==> src/rtl/hs_bind_monitor_pkg.sv <==
// Shared types for the valid/ready bind monitor: transfer FSM states, violation codes, stall width.
// Pure declarations; no latency or backpressure of its own.
package hs_mon_pkg;

   typedef enum logic {
      HS_IDLE = 1'b0,
      HS_PEND = 1'b1
   } hs_state_e;

   typedef enum logic [1:0] {
      ERR_NONE  = 2'd0,
      ERR_DROP  = 2'd1,
      ERR_DATA  = 2'd2,
      ERR_STALL = 2'd3
   } hs_err_e;

   localparam int STALL_CNT_W = 8;

endpackage

==> src/rtl/hs_sat_counter.sv <==
// Saturating up-counter with synchronous clear; count visible one edge after inc/clr.
// clr and inc on the same edge restart the count at 1; holds at all-ones, never wraps.
module hs_sat_counter #(
   parameter int W = 8
) (
   input  logic         clk,
   input  logic         rst_n,
   input  logic         clr,
   input  logic         inc,
   output logic [W-1:0] cnt
);

   logic [W-1:0] cnt_q;
   logic [W-1:0] cnt_d;

   always_comb begin
      cnt_d = clr ? '0 : cnt_q;
      if (inc && (cnt_d != {W{1'b1}})) begin
         cnt_d = cnt_d + W'(1);
      end
   end

   always_ff @(posedge clk or negedge rst_n) begin
      if (!rst_n) begin
         cnt_q <= '0;
      end else begin
         cnt_q <= cnt_d;
      end
   end

   assign cnt = cnt_q;

endmodule

==> src/rtl/hs_bind_monitor.sv <==
// Passive valid/ready monitor (bind with .*): counts accepted beats, raises sticky protocol flags.
// All outputs registered, visible one edge after the observed event; never drives the channel.
module hs_bind_monitor
   import hs_mon_pkg::*;
#(
   parameter int DATA_W    = 8,
   parameter int CNT_W     = 16,
   parameter int MAX_STALL = 15
) (
   input  logic              clk,
   input  logic              rst_n,
   input  logic              valid,
   input  logic              ready,
   input  logic [DATA_W-1:0] data,
   input  logic              clr,
   output logic [CNT_W-1:0]  xfer_count,
   output logic              err_drop,
   output logic              err_data,
   output logic              err_stall,
   output logic              err_any,
   output logic [1:0]        first_err
);

   localparam logic [STALL_CNT_W-1:0] STALL_LIMIT = STALL_CNT_W'(MAX_STALL);

   hs_state_e               state_q, state_d;
   logic [DATA_W-1:0]       cap_q, cap_d;
   logic [STALL_CNT_W-1:0]  stall_cnt;
   logic                    err_drop_q, err_drop_d;
   logic                    err_data_q, err_data_d;
   logic                    err_stall_q, err_stall_d;
   logic                    err_any_q, err_any_d;
   hs_err_e                 first_q, first_d;

   logic pend, start_pend, stalled, beat;
   logic ev_drop, ev_data, ev_stall;

   assign pend       = (state_q == HS_PEND);
   assign start_pend = !pend && valid && !ready;
   assign stalled    = pend && valid && !ready;
   assign beat       = valid && ready;
   assign ev_drop    = pend && !valid;
   assign ev_data    = pend && valid && (data != cap_q);
   // Fires only on the transition past the limit, so one long stall reports once.
   assign ev_stall   = stalled && (stall_cnt == STALL_LIMIT);

   hs_sat_counter #(.W(CNT_W)) u_xfer_cnt (
      .clk   (clk),
      .rst_n (rst_n),
      .clr   (clr),
      .inc   (beat && !clr),
      .cnt   (xfer_count)
   );

   // Stall tracking is independent of clr so a pending beat survives a clear.
   hs_sat_counter #(.W(STALL_CNT_W)) u_stall_cnt (
      .clk   (clk),
      .rst_n (rst_n),
      .clr   (start_pend),
      .inc   (start_pend || stalled),
      .cnt   (stall_cnt)
   );

   always_comb begin
      state_d = state_q;
      cap_d   = cap_q;
      case (state_q)
         HS_IDLE: begin
            if (start_pend) begin
               state_d = HS_PEND;
               cap_d   = data;
            end
         end
         HS_PEND: begin
            if (!valid || ready) begin
               state_d = HS_IDLE;
            end
         end
         default: state_d = HS_IDLE;
      endcase
   end

   always_comb begin
      err_drop_d  = err_drop_q  || ev_drop;
      err_data_d  = err_data_q  || ev_data;
      err_stall_d = err_stall_q || ev_stall;
      first_d     = first_q;
      if (first_q == ERR_NONE) begin
         if (ev_drop) begin
            first_d = ERR_DROP;
         end else if (ev_data) begin
            first_d = ERR_DATA;
         end else if (ev_stall) begin
            first_d = ERR_STALL;
         end
      end
      if (clr) begin
         err_drop_d  = 1'b0;
         err_data_d  = 1'b0;
         err_stall_d = 1'b0;
         first_d     = ERR_NONE;
      end
      err_any_d = err_drop_d || err_data_d || err_stall_d;
   end

   always_ff @(posedge clk or negedge rst_n) begin
      if (!rst_n) begin
         state_q     <= HS_IDLE;
         cap_q       <= '0;
         err_drop_q  <= 1'b0;
         err_data_q  <= 1'b0;
         err_stall_q <= 1'b0;
         err_any_q   <= 1'b0;
         first_q     <= ERR_NONE;
      end else begin
         state_q     <= state_d;
         cap_q       <= cap_d;
         err_drop_q  <= err_drop_d;
         err_data_q  <= err_data_d;
         err_stall_q <= err_stall_d;
         err_any_q   <= err_any_d;
         first_q     <= first_d;
      end
   end

   assign err_drop  = err_drop_q;
   assign err_data  = err_data_q;
   assign err_stall = err_stall_q;
   assign err_any   = err_any_q;
   assign first_err = first_q;

endmodule

==> config.mk <==
export PLATFORM = sky130hd
export DESIGN_NAME = hs_bind_monitor
export DESIGN_NICKNAME = d
export VERILOG_FILES = /design/src/rtl/hs_bind_monitor_pkg.sv /design/src/rtl/hs_sat_counter.sv /design/src/rtl/hs_bind_monitor.sv
export SDC_FILE = /design/constraint.sdc
export NUM_CORES = 1
export LEC_CHECK = 0
export CAP_MARGIN = 10
export CORE_MARGIN = 2
export CORE_UTILIZATION = 45
export CTS_CLUSTER_DIAMETER = 80
export CTS_CLUSTER_SIZE = 10
export DETAILED_ROUTE_END_ITERATION = 6
export GPL_TIMING_DRIVEN = 0
export PLACE_DENSITY = 0.69
export SYNTH_ARGS = -nofsm -noshare
export SYNTH_HDL_FRONTEND = slang
export SYNTH_SLANG_ARGS = --single-unit
==> constraint.sdc <==
create_clock -name clk -period 2.7 [get_ports clk]
set_clock_uncertainty 0.05 [all_clocks]
set_input_delay 0.54 -clock clk [delete_from_list [all_inputs] [get_ports clk]]
set_output_delay 0.54 -clock clk [all_outputs]
set_load 0.01 [all_outputs]
==> results.ini, run 1 <==
[sta]
finalMaxSlewViolations=0
post-route-min-period_ns=2.53
rsz0062_at_grt=false
fmax_mhz=395
finalHoldViolations=0
finalSetupViolations=0
slew_headroom_pct=42.1
worstMarginPinSlew_ns=0.869
hold-worst-slack_ns=0.311
period_share_pct=93.8

[grt]
grt.overflow.total=0
grt_pass1_vias=1488
grt_pass1_wl_mm=6.57
gr-usage-all-layers_pct=16.7
grt_max_degree=40
antenna_found_initial=0

[logic_synthesis]
postSynthAreaPerCell_sq_um=10.6
syn_nets=201
yosys_warnings=0
post-synth-top-area-cell=dfrtp_1
syn_inst=186
syn-cell-area_sq_mm=0.00197
synth_top_area_share_pct=49.5
yosys-top-cells-area=dfrtp_1 50%, xor2_1 8.4%, mux2_2 5.1%
synth.yosys.seq_area_share_pct=49.5
ys_types=39
synth_seq_cells=39

[final_layout]
n_antenna_cell=0
finalNonFillerCells=280
drive_above_1_share_pct=12.7
fillCellCount=370
mostFrequentLayoutCell=dfrtp_1
layout_common_cells=39 x dfrtp_1, 32 x clkdlybuf4s50_1, 21 x nor2_1
num-nets-final=243
area_growth_pct=26.5
stdcell_area_sq_mm=0.00249
fin_util_pct=58.1

[detailed_routing]
drc=0
drtAntennaViolNets=0
num_vias=1502
via_per_inst=5.36
dr.pass1.iters=4
drt-initial-drc-count=71
wl_mm=3.86
routedWlPerCell_microns=13.8

[cts]
cts_hold_buf=0
numCtsBuffers=5
htreeDepth=2
cts_tree=done
clock-sinks=39
cts.path.max_buffers=2
clock_latency_ns=0.29
clk_pin_slew_ns=0.07
root_buffer=clkbuf_8

[critical_path]
cp_max_fo=7
crit_chain=clkdlybuf4s50_1, nand2b_1, nor2_4, nor2b_1, ha_1, and3_1, a41oi_4, mux2_2
cp.arrival_ns=2.66
critPathLaunchType=primary input
critPathRequiredTime_ns=2.83
critical_path_class=in -> reg
crit_slowest_cell=clkdlybuf4s50_1
cp-end-kind=register
rr_worst_depth=6
cpPeakStageDelay_ns=0.55

[placement]
place.gp.congestion=0.852
place_inst=272
port_buffers=34
dpl_cell_area_sq_mm=0.00237
dpl.hpwl_mm=2.71

[power_and_ir_drop]
p_int_w=0.000917
seq_power_share_pct=54.1
power_density_mw_per_mm2=493
irDropWorstVdd_mv=0.210
switching_share_pct=25.4
switchingPower_w=0.000313
clkPwrFrac_pct=32.7
power_w=0.00123
p_leak_nw=1.06
power.share.combinational_pct=13.3

[floorplan]
start_util_pct=45.9
die_h_microns=70.2
num_io_pins=35
rows=24
dieArea_sq_mm=0.00492
fp.coreArea_sq_mm=0.00429
fp.dieW_microns=70.2

[status]
status=finished clean

[flow_run]
cap_violations=0

[min_path]
hold_path_class=in -> async

-- routing by layer --
layer | track usage [%] | part of all wire (%)
met4 | 5.13 | 1.7
met3 | 4.91 | 4.8
met5 | 0 | 0
met1 | 22.3 | 48
met2 | 26.5 | 46
-- final cells by class --
class / instances / area (sq um) / share of cell area (%)
Clock inverter: 1 / 5.00 / 0.201
Sequential cell: 39 / 976 / 39.1
Inverter: 4 / 15.0 / 0.602
Clock buffer: 6 / 82.6 / 3.31
Multi-Input combinational cell: 140 / 991 / 39.7
Buffer: 3 / 13.8 / 0.552
Timing Repair Buffer: 35 / 345 / 13.8
Tap cell: 52 / 65.1 / 2.61
-- cell usage after synthesis --
library cell	instances
o211ai_1	1
nand2b_1	1
mux2_2	9
a21oi_1	6
buf_1	1
a21oi_2	1
nor2b_1	10
nand2_1	9
nand3_1	8
a41oi_1	1
nor3_1	2
xnor2_1	5
and2b_1	1
nand3b_1	1
or3_1	5
nor3b_1	1
xor2_1	19
and3b_1	1
o2111ai_4	1
nand3_2	1
buf_2	2
a31oi_1	1
inv_1	4
nor4_1	5
o21ai_2	1
or3_4	1
and4_1	2
nand4_1	6
nor2_1	22
and3_1	3
dfrtp_1	39
o21ai_0	3
o21ai_1	6
nand3b_4	1
o2111ai_1	1
mux2_1	1
o21a_1	1
a41oi_2	1
ha_1	2
-- state kept, by name, summed over array words and instances (netlist names) --
| name | cells |
|---|---|
| err_data | 1 |
| cap_q | 8 |
| err_drop | 1 |
| first_err | 2 |
| err_stall | 1 |
| pend | 1 |
| err_any | 1 |
| u_stall_cnt.cnt | 8 |
| u_xfer_cnt.cnt | 16 |
-- worst max-delay path, delay by kind of cell --
kind	cells	cell delay [ns]
adder cells (fa/ha/maj)	1	0.21
AO/OA/AOI/OAI	1	0.25
multiplexers	1	0.37
AND/OR/NAND/NOR	4	0.73
buffers and inverters	1	0.55
-- power groups by stage --
| stage | clock network (W) | registers (W) | logic [W] |
|---|---|---|---|
| after floorplan | 0 | 0.000669 | 0.0000965 |
| after global placement | 0 | 0.000672 | 0.000158 |
| after detailed placement | 0 | 0.000674 | 0.000163 |
| after CTS | 0.000403 | 0.000664 | 0.000163 |
| after global routing | 0.000428 | 0.000671 | 0.000184 |
| final | 0.000402 | 0.000664 | 0.000163 |
-- stage by stage --
step           setup slack (ns)  setup TNS [ns]
6_report                  0.169               0
5_1_grt                 0.00562               0
3_5_place_dp             -0.391           -3.53
2_1_floorplan             0.412               0
3_3_place_gp             -0.360           -3.41
4_1_cts                  0.0196               0
-- logic make-up after synthesis --
| logic type | Yosys count | share of synthesized area (%) |
|---|---|---|
| AOI/OAI and AO/OA | 24 | 8.83 |
| xor gates and xnor gates | 24 | 10.7 |
| adders and majority gates | 2 | 1.27 |
| buffers and inverters | 7 | 1.46 |
| DFF | 39 | 49.5 |
| muxes | 10 | 5.71 |
| and+or+nand+nor | 80 | 22.5 |
-- worst paths after layout --
kind / from / to / slack (ns)
min in group clk: err_drop$_DFF_PN0_ / err_drop$_DFF_PN0_ / 0.47
max in group asynchronous: rst_n / first_err[0]$_DFFE_PN0P_ / 1.74
worst min register to register: err_drop$_DFF_PN0_ / err_drop$_DFF_PN0_ / 0.47
worst min-delay path: rst_n / cap_q[4]$_DFFE_PN0P_ / 0.31
worst max register to register: u_xfer_cnt.cnt[1]$_DFF_PN0_ / u_xfer_cnt.cnt[1]$_DFF_PN0_ / 0.52
worst max-delay path: valid / u_stall_cnt.cnt[1]$_DFF_PN0_ / 0.17
-- timing repair --
item                                    4_1_cts  5_1_grt
gates resized for setup                       1        4
endpoints found under the setup margin        6        9
pin swaps                                     0        1
buffers inserted                              0        1
cloned                                        0        0
Power figures use the tool's default switching activity.
==> run 2: changes to the inputs <==
Settings changed: CTS_BUF_LIST from default to sky130_fd_sc_hd__clkbuf_2 sky130_fd_sc_hd__clkbuf_4 sky130_fd_sc_hd__clkbuf_8.
==> results of run 2 <==
No change in the layout: final DEF, timing and power equal those of run 1.
